## config.mk

```make
export PLATFORM = sky130hd
export DESIGN_NAME = uart_rx_flat
export DESIGN_NICKNAME = d
export VERILOG_FILES = /design/src/rtl/uart_rx_if.sv /design/src/rtl/uart_rx.sv /design/src/flat_wrapper.sv
export SDC_FILE = /design/constraint.sdc
export NUM_CORES = 1
export LEC_CHECK = 0
export ABC_AREA = 0
export BUFFER_PORTS_ARGS = -buffer_cell sky130_fd_sc_hd__buf_2
export CORE_ASPECT_RATIO = 0.9
export CORE_MARGIN = 2
export CORE_UTILIZATION = 35
export CTS_CLUSTER_DIAMETER = 30
export DETAILED_ROUTE_END_ITERATION = 10
export SYNTH_ARGS = -nofsm -noshare
export SYNTH_HDL_FRONTEND = slang
export SYNTH_SLANG_ARGS = --single-unit
```

## constraint.sdc

```tcl
create_clock -name clk -period 1.8 [get_ports clk]
set_input_delay 0.09 -clock clk [delete_from_list [all_inputs] [get_ports clk]]
set_output_delay 0.09 -clock clk [all_outputs]
set_load 0.05 [all_outputs]
```

## src/rtl/uart_rx_if.sv

```systemverilog
// Bundle of the UART receiver's line-side inputs and its byte-side outputs.
//
// Handshake: rx_done is a one-cycle valid strobe with no ready. In the cycle
// it is high, d_out and frame_err already carry the new frame's values. The
// consumer must capture them in that cycle. Both outputs then hold until the
// next strobe.
interface uart_rx_if;
    logic       s_tick;
    logic       rx;
    logic [7:0] d_out;
    logic       rx_done;
    logic       frame_err;

    modport master (
        output s_tick,
        output rx,
        input  d_out,
        input  rx_done,
        input  frame_err
    );

    modport slave (
        input  s_tick,
        input  rx,
        output d_out,
        output rx_done,
        output frame_err
    );
endinterface

```

## src/rtl/uart_rx.sv

```systemverilog
// UART receiver with 16x oversampling.
// Frame format: 1 start bit, DBIT data bits sent LSB first, then 1 stop bit.
// The start bit is qualified at its midpoint. After that, every data bit and
// the stop bit are sampled 16 ticks apart.
module uart_rx #(
    parameter int DBIT    = 8,
    parameter int SB_TICK = 16
) (
    input  logic       clk,
    input  logic       reset,
    uart_rx_if.slave   bus,
    output logic [1:0] state_dbg
);
    typedef enum logic [1:0] {
        IDLE  = 2'd0,
        START = 2'd1,
        DATA  = 2'd2,
        STOP  = 2'd3
    } state_t;

    // Received bits enter at the MSB of b, so the byte ends up in the top
    // DBIT bits. Shifting right by this amount right-aligns it.
    localparam int     ALIGN     = 8 - DBIT;
    localparam logic [2:0] LAST_BIT  = 3'(DBIT - 1);
    localparam logic [3:0] STOP_LAST = 4'(SB_TICK - 1);

    state_t     state, state_n;
    logic [3:0] s, s_n;
    logic [2:0] n, n_n;
    logic [7:0] b, b_n;
    logic [7:0] d_out_r, d_out_n;
    logic       ferr_r, ferr_n;
    logic       done_r, done_n;
    logic       rx_meta, rx_s, rx_prev;

    // Two-flop synchronizer plus one more stage for falling-edge detection.
    // All three stages reset to the idle line level.
    always_ff @(posedge clk or posedge reset) begin
        if (reset) begin
            rx_meta <= 1'b1;
            rx_s    <= 1'b1;
            rx_prev <= 1'b1;
        end else begin
            rx_meta <= bus.rx;
            rx_s    <= rx_meta;
            rx_prev <= rx_s;
        end
    end

    // State, counters, shift register and output registers.
    always_ff @(posedge clk or posedge reset) begin
        if (reset) begin
            state   <= IDLE;
            s       <= '0;
            n       <= '0;
            b       <= '0;
            d_out_r <= '0;
            ferr_r  <= 1'b0;
            done_r  <= 1'b0;
        end else begin
            state   <= state_n;
            s       <= s_n;
            n       <= n_n;
            b       <= b_n;
            d_out_r <= d_out_n;
            ferr_r  <= ferr_n;
            done_r  <= done_n;
        end
    end

    // Next-state logic. Outside IDLE, nothing advances without s_tick.
    // The stop-bit sample loads d_out and frame_err together with the
    // one-cycle done strobe.
    always_comb begin
        state_n = state;
        s_n     = s;
        n_n     = n;
        b_n     = b;
        d_out_n = d_out_r;
        ferr_n  = ferr_r;
        done_n  = 1'b0;
        case (state)
            IDLE: begin
                // Edge detection here does not wait for a tick.
                if (rx_prev && !rx_s) begin
                    state_n = START;
                    s_n     = '0;
                end
            end
            START: begin
                if (bus.s_tick) begin
                    if (s == 4'd7) begin
                        if (!rx_s) begin
                            state_n = DATA;
                            s_n     = '0;
                            n_n     = '0;
                        end else begin
                            // The line is high again at mid start bit, so the
                            // low pulse was a glitch.
                            state_n = IDLE;
                        end
                    end else begin
                        s_n = s + 4'd1;
                    end
                end
            end
            DATA: begin
                if (bus.s_tick) begin
                    if (s == 4'd15) begin
                        s_n = '0;
                        b_n = {rx_s, b[7:1]};
                        if (n == LAST_BIT) begin
                            state_n = STOP;
                        end else begin
                            n_n = n + 3'd1;
                        end
                    end else begin
                        s_n = s + 4'd1;
                    end
                end
            end
            STOP: begin
                if (bus.s_tick) begin
                    if (s == STOP_LAST) begin
                        d_out_n = b >> ALIGN;
                        ferr_n  = ~rx_s;
                        done_n  = 1'b1;
                        state_n = IDLE;
                    end else begin
                        s_n = s + 4'd1;
                    end
                end
            end
            default: state_n = IDLE;
        endcase
    end

    assign bus.d_out     = d_out_r;
    assign bus.frame_err = ferr_r;
    assign bus.rx_done   = done_r;
    assign state_dbg     = state;
endmodule

```

## src/flat_wrapper.sv

```systemverilog
// flat-port wrapper written by rule: the top's interface ports become plain ports
module uart_rx_flat 
#(
    parameter int DBIT    = 8,
    parameter int SB_TICK = 16
)
  (clk, reset, state_dbg, bus_s_tick, bus_rx, bus_d_out, bus_rx_done, bus_frame_err);
  uart_rx_if bus_i ();
  input  logic clk;
  input  logic reset;
  output logic [1:0] state_dbg;
  input wire logic [$bits(bus_i.s_tick)-1:0] bus_s_tick;
  input wire logic [$bits(bus_i.rx)-1:0] bus_rx;
  output wire logic [$bits(bus_i.d_out)-1:0] bus_d_out;
  output wire logic [$bits(bus_i.rx_done)-1:0] bus_rx_done;
  output wire logic [$bits(bus_i.frame_err)-1:0] bus_frame_err;
  assign bus_i.s_tick = bus_s_tick;
  assign bus_i.rx = bus_rx;
  assign bus_d_out = bus_i.d_out;
  assign bus_rx_done = bus_i.rx_done;
  assign bus_frame_err = bus_i.frame_err;
  uart_rx #(.DBIT(DBIT), .SB_TICK(SB_TICK)) u_core (.clk(clk), .reset(reset), .bus(bus_i), .state_dbg(state_dbg));
endmodule
```

==> results.ini <==
[status]
status = complete, no violations

[critical_path]
path_cells = ha_1, and2_1, and4_1, buf_4, mux2_2
startpoint_type = flip-flop
endpoint_kind = flip-flop
crit_fanout = 9
critPathTopFamily = simple AND/OR/NAND/NOR gates
cp.arrival_ns = 1.86
crit_type = flip-flop to flip-flop
cp.required_ns = 1.96
cp_slowest_cell = dfrtp_1
slowest_delay_ns = 0.39
critPathBufInv = 1
reg2reg_slack_ns = 0.11

[finish]
n_antenna_cell = 0
layout_common_cells = dfrtp_1, mux2_2, buf_2, nor2_1
final_common_cell = dfrtp_1
area_growth_pct = 19.3
drive_gt1_frac = 0.412
fin_nets = 142

[die]
die_area_sq_mm = 0.00443
start_util = 0.367
die_x_microns = 69.9
coreArea_sq_mm = 0.00373
die_height_microns = 63.3
io_pins = 16
core.rowCount = 21

[drt]
vias = 890
wl_per_cell_microns = 13.3
drt-total-wl_microns = 2410
drc_errors = 0
ant_nets = 0
drt_first_pass_iters = 4
viasPerCell = 4.89
initialDrtViolationCount = 21

[pwr]
vdd_ir_drop_max_mv = 0.501
p_per_area_mw_per_mm2 = 1320
p_total_mw = 2.15
p_leak_nw = 0.823

[global_routing]
gr-usage-all-layers = 0.125
grt_pass1_vias = 960
grt_max_degree = 31
antenna_found_initial = 0
grt_pass1_wl_microns = 4280
overflow = 0

[timing]
max_freq_mhz = 591
fin_ws_ns = 0.107
tns_ns = 0
finalHoldViolCount = 0
fin_skew_ns = 0.00693
max_slew_margin = 0.718
finalSetupViolations = 0
rsz0062_at_grt = no
drv_slew = 0
fin_crit_sh = 0.941
tightestPinTransition_ns = 0.420
layout_min_cycle_time_ns = 1.69

[job]
max_cap_viol_count = 0

[logic_synthesis]
seq_area_frac_synth = 0.551
synth_area_sq_mm = 0.00137
synth_top_area_cell = dfrtp_1
postSynthCellCount = 110
synth_area_per_cell_sq_um = 12.4
synthDistinctLibCells = 31
synthTopCellsByArea = dfrtp_1, mux2_2, dfstp_2
ys_ff_latch = 30
synthDominantCellAreaShare = 0.494
syn-num-nets = 117
ys_warn_count = 0

[clocking]
numCtsBuffers = 5
clk_latency_ns = 0.28
max-clock-path-buffers = 2
cts-root-buf = clkbuf_8
cts_hold_buf = 2
cts_max_level = 2
ctsResizeCount = 0
cts_setup_buffers = 0
cts_tree = built
cts_sinks = 30
clkTransAtPathRegs_ns = 0.07

[hold_path]
hp-class = input pin to flip-flop

[placed_design]
place_ws_ns = 0.142
io_buffers = 15
hpwl_microns = 1690
place_congestion = 0.797

[power breakdown]
part | total (mW) | internal, mW | switching [mW] | leakage, nW
Sequential | 0.899 | 0.788 | 0.111 | 0.379
Combinational | 0.692 | 0.295 | 0.397 | 0.396
Clock | 0.561 | 0.307 | 0.255 | 0.0472
[synthesized netlist by cell type, drive strengths merged]
cell	instances
dfrtp	27
mux2	18
nor2	8
inv	7
nand2	7
a21oi	5
buf	5
dfstp	3
ha	3
mux2i	3
a211o	2
nand4	2
nor2b	2
o21ai	2
o31ai	2
a21bo	1
a21o	1
a31oi	1
and2	1
and4	1
and4b	1
nand3	1
nor3	1
nor4	1
o22a	1
o311ai	1
o31a	1
or2	1
or3	1
[metrics by stage]
stage	util	hold WS [ns]	area (sq um)	instances
after floorplan	-	0.0945	1370	110
after global placement	0.407	0.176	1520	172
after detailed placement	0.407	0.184	1520	172
after CTS	0.438	0.254	1630	182
after global routing	0.438	0.286	1630	182
final	0.438	0.260	1630	182
[worst paths after layout]
| check | from | to | cells past startpoint |
|---|---|---|---|
| worst min-delay path | bus_s_tick | flip-flop | 3 |
| worst max register to register | u_core.s[0]$_DFFE_PP0P_ | u_core.b[7]$_DFFE_PP0P_ | 5 |
| worst max-delay path | u_core.s[0]$_DFFE_PP0P_ | u_core.b[7]$_DFFE_PP0P_ | 5 |
| max in group asynchronous | reset | u_core.rx_prev$_DFF_PP1_ | 4 |
| worst min register to register | u_core.rx_meta$_DFF_PP1_ | u_core.rx_s$_DFF_PP1_ | 0 |
| min in group asynchronous | reset | u_core.bus.d_out[2]$_DFFE_PP0P_ | 4 |
[flip-flops by register name, summed over array words and instances (netlist names), named ones only]
| register | flops |
|---|---|
| u_core.rx_s | 1 |
| u_core.n | 3 |
| u_core.rx_prev | 1 |
| u_core.rx_meta | 1 |
| u_core.bus.frame_err | 1 |
| u_core.s | 4 |
| u_core.b | 8 |
| u_core.state_dbg | 1 |
| u_core.bus.d_out | 8 |
| u_core.bus.rx_done | 1 |
[worst reg2reg max path, cell delays in order, from the launching register on]
cell,delay [ns]
dfrtp_1,0.39
ha_1,0.24
and2_1,0.19
and4_1,0.23
buf_4,0.18
mux2_2,0.35
[routing by layer]
layer  up-vias  GRT usage  wire [microns]
met5         -          0               0
met4         0     0.0865              59
met3         5     0.0256              61
met2        10      0.208            1160
met1       438      0.144            1140
li1        437          -               -
[area by class of cell]
class / count / area (sq um)
clock buffers: 6 / 82.6
clock inverters: 2 / 12.5
fillers: 361 / 2100
inverters: 7 / 26.3
multi-input cells: 68 / 557
flip-flops and latches: 30 / 757
well taps: 46 / 57.6
repair buffers: 23 / 140
[kinds of logic (layout without fill, tap and decap cells)]
family / after synthesis / after routing / synth area share
and+or+nand+nor: 27 / 27 / 0.101
DFF: 30 / 30 / 0.551
adders and majority gates: 3 / 3 / 0.0274
muxes: 21 / 21 / 0.176
buffers and inverters: 12 / 38 / 0.0421
AOI/OAI and AO/OA: 17 / 17 / 0.103
(Power assumes the default switching activity.)
